<file path="src/rtl/adsr_pkg.sv">
// ============================================================================
// Module      : adsr_pkg
// Description : Shared types and constants for the ADSR envelope stage:
//               state encodings, sample/rate widths and envelope full scale.
// Revision    : 1.0 - initial release
// ============================================================================
`default_nettype none

package adsr_pkg;

    // Oscillator sample width (signed) and envelope rate input width.
    localparam int SAMPLE_WIDTH = 16;
    localparam int RATE_WIDTH   = 16;

    // Envelope full scale for the default 16-bit level.
    localparam logic [15:0] LEVEL_MAX = 16'hFFFF;

    // Encodings are visible on the debug state output; keep them stable.
    typedef enum logic [2:0] {
        ST_IDLE    = 3'd0,
        ST_ATTACK  = 3'd1,
        ST_DECAY   = 3'd2,
        ST_SUSTAIN = 3'd3,
        ST_RELEASE = 3'd4
    } adsr_state_t;

endpackage

`default_nettype wire

</file>
<file path="src/rtl/sample_tick_gen.sv">
// ============================================================================
// Module      : sample_tick_gen
// Description : Free-running divider producing a one-cycle tick every
//               SAMPLE_DIV clocks. The tick is high while the counter holds
//               SAMPLE_DIV-1, so the first tick after reset is seen in the
//               SAMPLE_DIV-th cycle.
// Ports       : i_Clk   - system clock
//               i_Reset - synchronous active-high reset (counter to 0)
//               o_Tick  - one-cycle sample tick
// Revision    : 1.0 - initial release
// ============================================================================
`default_nettype none

module sample_tick_gen #(
    parameter int SAMPLE_DIV = 512
) (
    input  logic i_Clk,
    input  logic i_Reset,
    output logic o_Tick
);

    localparam int                 c_cnt_w = (SAMPLE_DIV > 1) ? $clog2(SAMPLE_DIV) : 1;
    localparam logic [c_cnt_w-1:0] c_last  = c_cnt_w'(SAMPLE_DIV - 1);

    logic [c_cnt_w-1:0] r_count;

    always_ff @(posedge i_Clk) begin
        if (i_Reset) begin
            r_count <= '0;
        end else if (r_count == c_last) begin
            r_count <= '0;
        end else begin
            r_count <= r_count + 1'b1;
        end
    end

    assign o_Tick = (r_count == c_last);

endmodule

`default_nettype wire

</file>
<file path="src/rtl/adsr_envelope.sv">
// ============================================================================
// Module      : adsr_envelope
// Description : ADSR amplitude envelope between oscillator and I2S output.
//               Note events are latched and acted on at the next sample tick;
//               the envelope level steps once per tick and scales the signed
//               input sample. o_Sample is taken from the level held before
//               each tick's update, so it trails the envelope by one tick.
// Config      : ADSR_LEGATO_EN - when defined, note-on during ATTACK, DECAY
//               or SUSTAIN does not retrigger the attack phase.
// Ports       : i_Clk, i_Reset          - clock, sync active-high reset
//               i_Note_On, i_Note_Off   - single-cycle note event pulses
//               i_Sample                - signed oscillator sample
//               i_Attack_Rate           - level increment per tick (0 = jump)
//               i_Decay_Rate            - level decrement per tick (0 = jump)
//               i_Sustain_Level         - sustain level, tracked live
//               i_Release_Rate          - level decrement per tick (0 = jump)
//               o_Sample                - enveloped signed sample
//               o_Sample_Valid          - one-cycle pulse after each tick
//               o_Active                - state is not IDLE
//               o_State                 - current state encoding
// Revision    : 1.0 - initial release
// ============================================================================
`default_nettype none

module adsr_envelope
    import adsr_pkg::*;
#(
    parameter int SAMPLE_DIV  = 512,
    parameter int LEVEL_WIDTH = $bits(LEVEL_MAX)
) (
    input  logic                           i_Clk,
    input  logic                           i_Reset,
    input  logic                           i_Note_On,
    input  logic                           i_Note_Off,
    input  logic signed [SAMPLE_WIDTH-1:0] i_Sample,
    input  logic        [RATE_WIDTH-1:0]   i_Attack_Rate,
    input  logic        [RATE_WIDTH-1:0]   i_Decay_Rate,
    input  logic        [LEVEL_WIDTH-1:0]  i_Sustain_Level,
    input  logic        [RATE_WIDTH-1:0]   i_Release_Rate,
    output logic signed [SAMPLE_WIDTH-1:0] o_Sample,
    output logic                           o_Sample_Valid,
    output logic                           o_Active,
    output logic        [2:0]              o_State
);

    localparam int                     c_ext_w  = LEVEL_WIDTH + 1;
    localparam int                     c_prod_w = SAMPLE_WIDTH + LEVEL_WIDTH + 1;
    localparam logic [LEVEL_WIDTH-1:0] c_full   = {LEVEL_WIDTH{1'b1}};

    logic w_tick;

    sample_tick_gen #(
        .SAMPLE_DIV (SAMPLE_DIV)
    ) u_tick_gen (
        .i_Clk   (i_Clk),
        .i_Reset (i_Reset),
        .o_Tick  (w_tick)
    );

    adsr_state_t                    r_state;
    logic        [LEVEL_WIDTH-1:0]  r_level;
    logic                           r_pend_on;
    logic                           r_pend_off;
    logic signed [SAMPLE_WIDTH-1:0] r_sample_out;
    logic                           r_sample_valid;

    // One extra bit of headroom makes the carry/borrow the saturation flag.
    logic [c_ext_w-1:0] w_level_ext;
    logic [c_ext_w-1:0] w_att_sum;
    logic [c_ext_w-1:0] w_dec_diff;
    logic [c_ext_w-1:0] w_rel_diff;
    logic               w_att_done;
    logic               w_dec_done;
    logic               w_rel_done;
    logic               w_in_note;
    logic               w_retrigger_ok;

    assign w_level_ext = {1'b0, r_level};
    assign w_att_sum   = w_level_ext + c_ext_w'(i_Attack_Rate);
    assign w_dec_diff  = w_level_ext - c_ext_w'(i_Decay_Rate);
    assign w_rel_diff  = w_level_ext - c_ext_w'(i_Release_Rate);

    // A zero rate finishes its phase on the first tick regardless of level.
    assign w_att_done = (i_Attack_Rate == '0) || (w_att_sum >= {1'b0, c_full});
    assign w_dec_done = (i_Decay_Rate == '0) || w_dec_diff[LEVEL_WIDTH] ||
                        (w_dec_diff[LEVEL_WIDTH-1:0] <= i_Sustain_Level);
    assign w_rel_done = (i_Release_Rate == '0) || w_rel_diff[LEVEL_WIDTH] ||
                        (w_rel_diff[LEVEL_WIDTH-1:0] == '0);

    assign w_in_note = (r_state == ST_ATTACK) || (r_state == ST_DECAY) ||
                       (r_state == ST_SUSTAIN);

`ifdef ADSR_LEGATO_EN
    assign w_retrigger_ok = !w_in_note;
`else
    assign w_retrigger_ok = 1'b1;
`endif

    // Level is zero-extended so the product stays a plain signed scaling.
    logic signed [c_prod_w-1:0]     w_product;
    logic signed [SAMPLE_WIDTH-1:0] w_sample_scaled;
    logic                           w_unused_prod_bits;

    assign w_product          = $signed(i_Sample) * $signed(w_level_ext);
    assign w_sample_scaled    = w_product[c_prod_w-2:LEVEL_WIDTH];
    assign w_unused_prod_bits = ^{w_product[c_prod_w-1], w_product[LEVEL_WIDTH-1:0]};

    always_ff @(posedge i_Clk) begin
        if (i_Reset) begin
            r_state        <= ST_IDLE;
            r_level        <= '0;
            r_pend_on      <= 1'b0;
            r_pend_off     <= 1'b0;
            r_sample_out   <= '0;
            r_sample_valid <= 1'b0;
        end else begin
            // Newest event wins; an event arriving on the tick cycle itself
            // is kept for the following tick rather than cleared.
            if (i_Note_On) begin
                r_pend_on  <= 1'b1;
                r_pend_off <= 1'b0;
            end else if (i_Note_Off) begin
                r_pend_on  <= 1'b0;
                r_pend_off <= 1'b1;
            end else if (w_tick) begin
                r_pend_on  <= 1'b0;
                r_pend_off <= 1'b0;
            end

            r_sample_valid <= w_tick;

            if (w_tick) begin
                r_sample_out <= w_sample_scaled;

                // Event ticks only change state; the level is carried over.
                if (r_pend_on && w_retrigger_ok) begin
                    r_state <= ST_ATTACK;
                end else if (r_pend_off && w_in_note) begin
                    r_state <= ST_RELEASE;
                end else begin
                    case (r_state)
                        ST_IDLE: begin
                            r_level <= r_level;
                        end
                        ST_ATTACK: begin
                            if (w_att_done) begin
                                r_level <= c_full;
                                r_state <= ST_DECAY;
                            end else begin
                                r_level <= w_att_sum[LEVEL_WIDTH-1:0];
                            end
                        end
                        ST_DECAY: begin
                            if (w_dec_done) begin
                                r_level <= i_Sustain_Level;
                                r_state <= ST_SUSTAIN;
                            end else begin
                                r_level <= w_dec_diff[LEVEL_WIDTH-1:0];
                            end
                        end
                        ST_SUSTAIN: begin
                            r_level <= i_Sustain_Level;
                        end
                        ST_RELEASE: begin
                            if (w_rel_done) begin
                                r_level <= '0;
                                r_state <= ST_IDLE;
                            end else begin
                                r_level <= w_rel_diff[LEVEL_WIDTH-1:0];
                            end
                        end
                        default: begin
                            r_level <= '0;
                            r_state <= ST_IDLE;
                        end
                    endcase
                end
            end
        end
    end

    assign o_Sample       = r_sample_out;
    assign o_Sample_Valid = r_sample_valid;
    assign o_Active       = (r_state != ST_IDLE);
    assign o_State        = r_state;

endmodule

`default_nettype wire

</file>
<file path="config.mk">
export PLATFORM = sky130hd
export DESIGN_NAME = adsr_envelope
export DESIGN_NICKNAME = d
export VERILOG_FILES = /design/src/rtl/adsr_pkg.sv /design/src/rtl/sample_tick_gen.sv /design/src/rtl/adsr_envelope.sv
export SDC_FILE = /design/constraint.sdc
export NUM_CORES = 1
export LEC_CHECK = 0
export CORE_UTILIZATION = 55
export DETAILED_ROUTE_END_ITERATION = 7
export MAX_ROUTING_LAYER = met4
export PLACE_DENSITY = 0.78
export SYNTH_ARGS = -nofsm -noshare
export SYNTH_HDL_FRONTEND = slang
export SYNTH_SLANG_ARGS = --single-unit
export TNS_END_PERCENT = 30
</file>
<file path="constraint.sdc">
create_clock -name i_Clk -period 6 [get_ports i_Clk]
set_input_delay 0.6 -clock i_Clk [delete_from_list [all_inputs] [get_ports i_Clk]]
set_output_delay 0.6 -clock i_Clk [all_outputs]
set_load 0.01 [all_outputs]
</file>
==> metrics.txt <==
Sink Count 47; TritonCTS clock tree done; DP Area 0.0157 sq mm; sequential power share a little under a third; crit path launch type input port; post-synthesis mux area share 1.24%; Relative slew margins between 30% and 40%; area of the core 0.0242 sq mm; XOR/XNOR Fraction of Synth Area 3.17%; cell area after layout roughly 0.016 sq mm; Final Total Pwr 995 uW; Final period util 105%; Clock Path Buffers 2; Final setup viols 7; critical path class in2reg; Worst-Margin Slew a little over 0.9 ns; RePlAce Congestion ~0.96; status finished, violations left; Post-Synth Simple-Gate Area 19.2%; CP arrival ~6.5 ns; gr busiest metal met2; endpoints failing hold 0; most frequent cell after synthesis inv_1; Synth Warn # 0; die area about 0.025 sq mm; GR met2 Demand/Resource 54.0%; pwr dens roughly 61 mW/mm^2; aggregate global routing overflow 0; synth unique cells 73; met1 Use GR a little over two fifths; Critical Path Fanout Max 4; Area contributors post-synth fa_1, ha_1, inv_1; Fill cells 1989; Net Switching 317 uW; clk_lat worst skew around 0.29 ns; first-pass GRT wire length ~66 mm; clock root buffer clkbuf_16; WP data required between 6 and 7 ns; mean post-synth cell area approximately 8.2 sq um; remaining antenna violation count after routing 0; Residual DRC 0; cell internal pwr a little under 700 uW; share of cells above drive strength 1 between 10 and 15%; Tmin final roughly 6.3 ns; Die X around 160 um; max_cap viols 0; largest family of logic cells by synthesized area adder cells; setup ws final -0.308 ns; first-iteration detailed-routing DRC count a little under 900; Final #Nets 2296; FFs w/ async S/R, synth 0%; GRT Util Overall 33.3%; hold depth 1; # rows 57; reg2reg path depth 24; Layout area overhead 20.3%; Leak around 8.1 nW; Synth top cells by count inv_1, fa_1, nand2_1; CTS Buf Count 5; combinational share of power about 35%; Mapped Cells 1641; initial antenna violation count 0; post-synthesis sequential area ratio roughly 7.0%; largest net degree at the start of global routing 33; VDD IR-drop max between 100 and 150 uV; worst reg2reg setup slack -0.30 ns; Final Max Tran Viols 0; Die H roughly 160 um; boundary pin count between 100 and 150; Yosys reg bits 47; adder-cell share of the synthesized area around 46%; Synth Area in Compound Gates between 10% and 20%; via count around 12000; hold_ws 0.452 ns; number of H-tree levels 2; Critical Path End Type flop; Starting Density ~56%; Synth area leader fa_1; first drt pass iteration count 6; Antenna Cells 0; Mapped Area between 0.01 and 0.015 sq mm; EDFF count, synth 0; Clock power frac between 30% and 40%; Final HPWL DP roughly 32 mm; RSZ-0062 raised after global routing yes; Clock transition at path regs about 0.07 ns; vias per cell approximately 5.8; sw frac roughly a third; setup tns final -1.24 ns; I/O Buffers between 100 and 150; violated checks negative setup slack; clk_skew 0.00890 ns; ys flop type dfxtp_1; HP Class reg2reg; vias in the first global route around 13000; share of the synthesized area in the top cell type slightly below 30%; Syn Nets 2101; routed len/inst between 15 and 20 um; Routed WL between 30 and 40 mm; met3 Use GR under 10%; fin util about two thirds; fmax approximately 160 MHz
[repair_timing]
item,CTS,global route
hold endpoints to repair,0,0
cloned,1,0
pin swaps,25,30
setup endpoints to repair,16,16
hold buffers,0,0
gates resized for setup,68,38
buffers inserted,27,5
[cell families after synthesis]
group	Yosys count
and+or+nand+nor	515
xor gates and xnor gates	49
muxes	16
AOI/OAI and AO/OA	266
buffers and inverters	372
adders and majority gates	376
DFF	47
[state kept, by name, summed over array words and instances, names as in the netlist]
register / cells
o_Sample: 16
r_pend_on: 1
u_tick_gen.r_count: 9
r_level: 16
r_pend_off: 1
o_Sample_Valid: 1
o_State: 3
[per-stage QoR]
step	setup slack, ns	cells
floorplan	0.00908	1641
global placement	-0.870	2121
detailed placement	-1.06	2121
CTS	-0.263	2157
global route	-0.469	2161
finish	-0.308	2161
[critical path, cell delays in order]
cell,delay (ns)
buf_8,0.10
buf_6,0.12
buf_12,0.12
and2_4,0.15
fa_1,0.50
inv_2,0.05
fa_1,0.48
fa_1,0.51
inv_1,0.05
fa_1,0.45
fa_1,0.50
inv_1,0.05
fa_1,0.49
inv_2,0.05
ha_4,0.27
and4_1,0.21
o211a_1,0.18
a211oi_4,0.09
nor4_4,0.26
o211ai_1,0.20
a211oi_2,0.38
o211ai_1,0.15
buf_4,0.17
and3b_1,0.17
o31ai_1,0.20
[path summary, 6_finish.rpt]
path | start | to
max | i_Sample[4] | o_Sample[14]
min | u_tick_gen.r_count[0] | u_tick_gen.r_count[0]
max reg2reg | r_level[7] | o_Sample[14]
min reg2reg | u_tick_gen.r_count[0] | u_tick_gen.r_count[0]
[cells in the final DEF, fill, tap and decap left out, types with 17 or more instances in the layout]
| cell | netlist | final |
|---|---|---|
| nand2_1 | 181 | 174 |
| a21oi_1 | 74 | 71 |
| nor3_1 | 20 | 20 |
| and2_1 | 122 | 115 |
| a21o_1 | 21 | 21 |
| nand4_1 | 19 | 19 |
| xnor2_1 | 35 | 35 |
| dfxtp_1 | 47 | 41 |
| nor4_1 | 18 | 17 |
| inv_1 | 311 | 299 |
| fa_1 | 196 | 190 |
| nand2b_1 | 21 | 21 |
| nor2_1 | 66 | 65 |
| buf_4 | 0 | 132 |
| nand3_1 | 19 | 18 |
| o21ai_0 | 33 | 31 |
| ha_1 | 180 | 174 |
| clkdlybuf4s50_1 | 0 | 89 |
[power by group through the flow]
stage          registers, mW  logic (mW)  clock network, mW
2_1_floorplan          0.323       0.169                  0
3_3_place_gp           0.324       0.315                  0
3_5_place_dp           0.324       0.321                  0
4_1_cts                0.317       0.341              0.326
5_1_grt                0.317       0.386              0.338
6_report               0.316       0.352              0.327
[layout make-up]
class / instances / area, sq um / share of cell area [%]
multi-input cells: 1222 / 11400 / 69.9
repair buffers: 248 / 2190 / 13.5
inverters: 312 / 1170 / 7.20
flip-flops and latches: 47 / 951 / 5.85
well taps: 324 / 405 / 2.49
clock buffers: 5 / 125 / 0.769
clock inverters: 3 / 43.8 / 0.269
[metal layers]
layer / part of all wire [%] / vias up / routed length (um)
li1: - / 5781 / -
met1: 42 / 6055 / 16700
met2: 47 / 526 / 18500
met3: 6.7 / 111 / 2660
met4: 4.1 / 0 / 1620
met5: 0 / - / 0
Power figures use the tool's default switching activity.
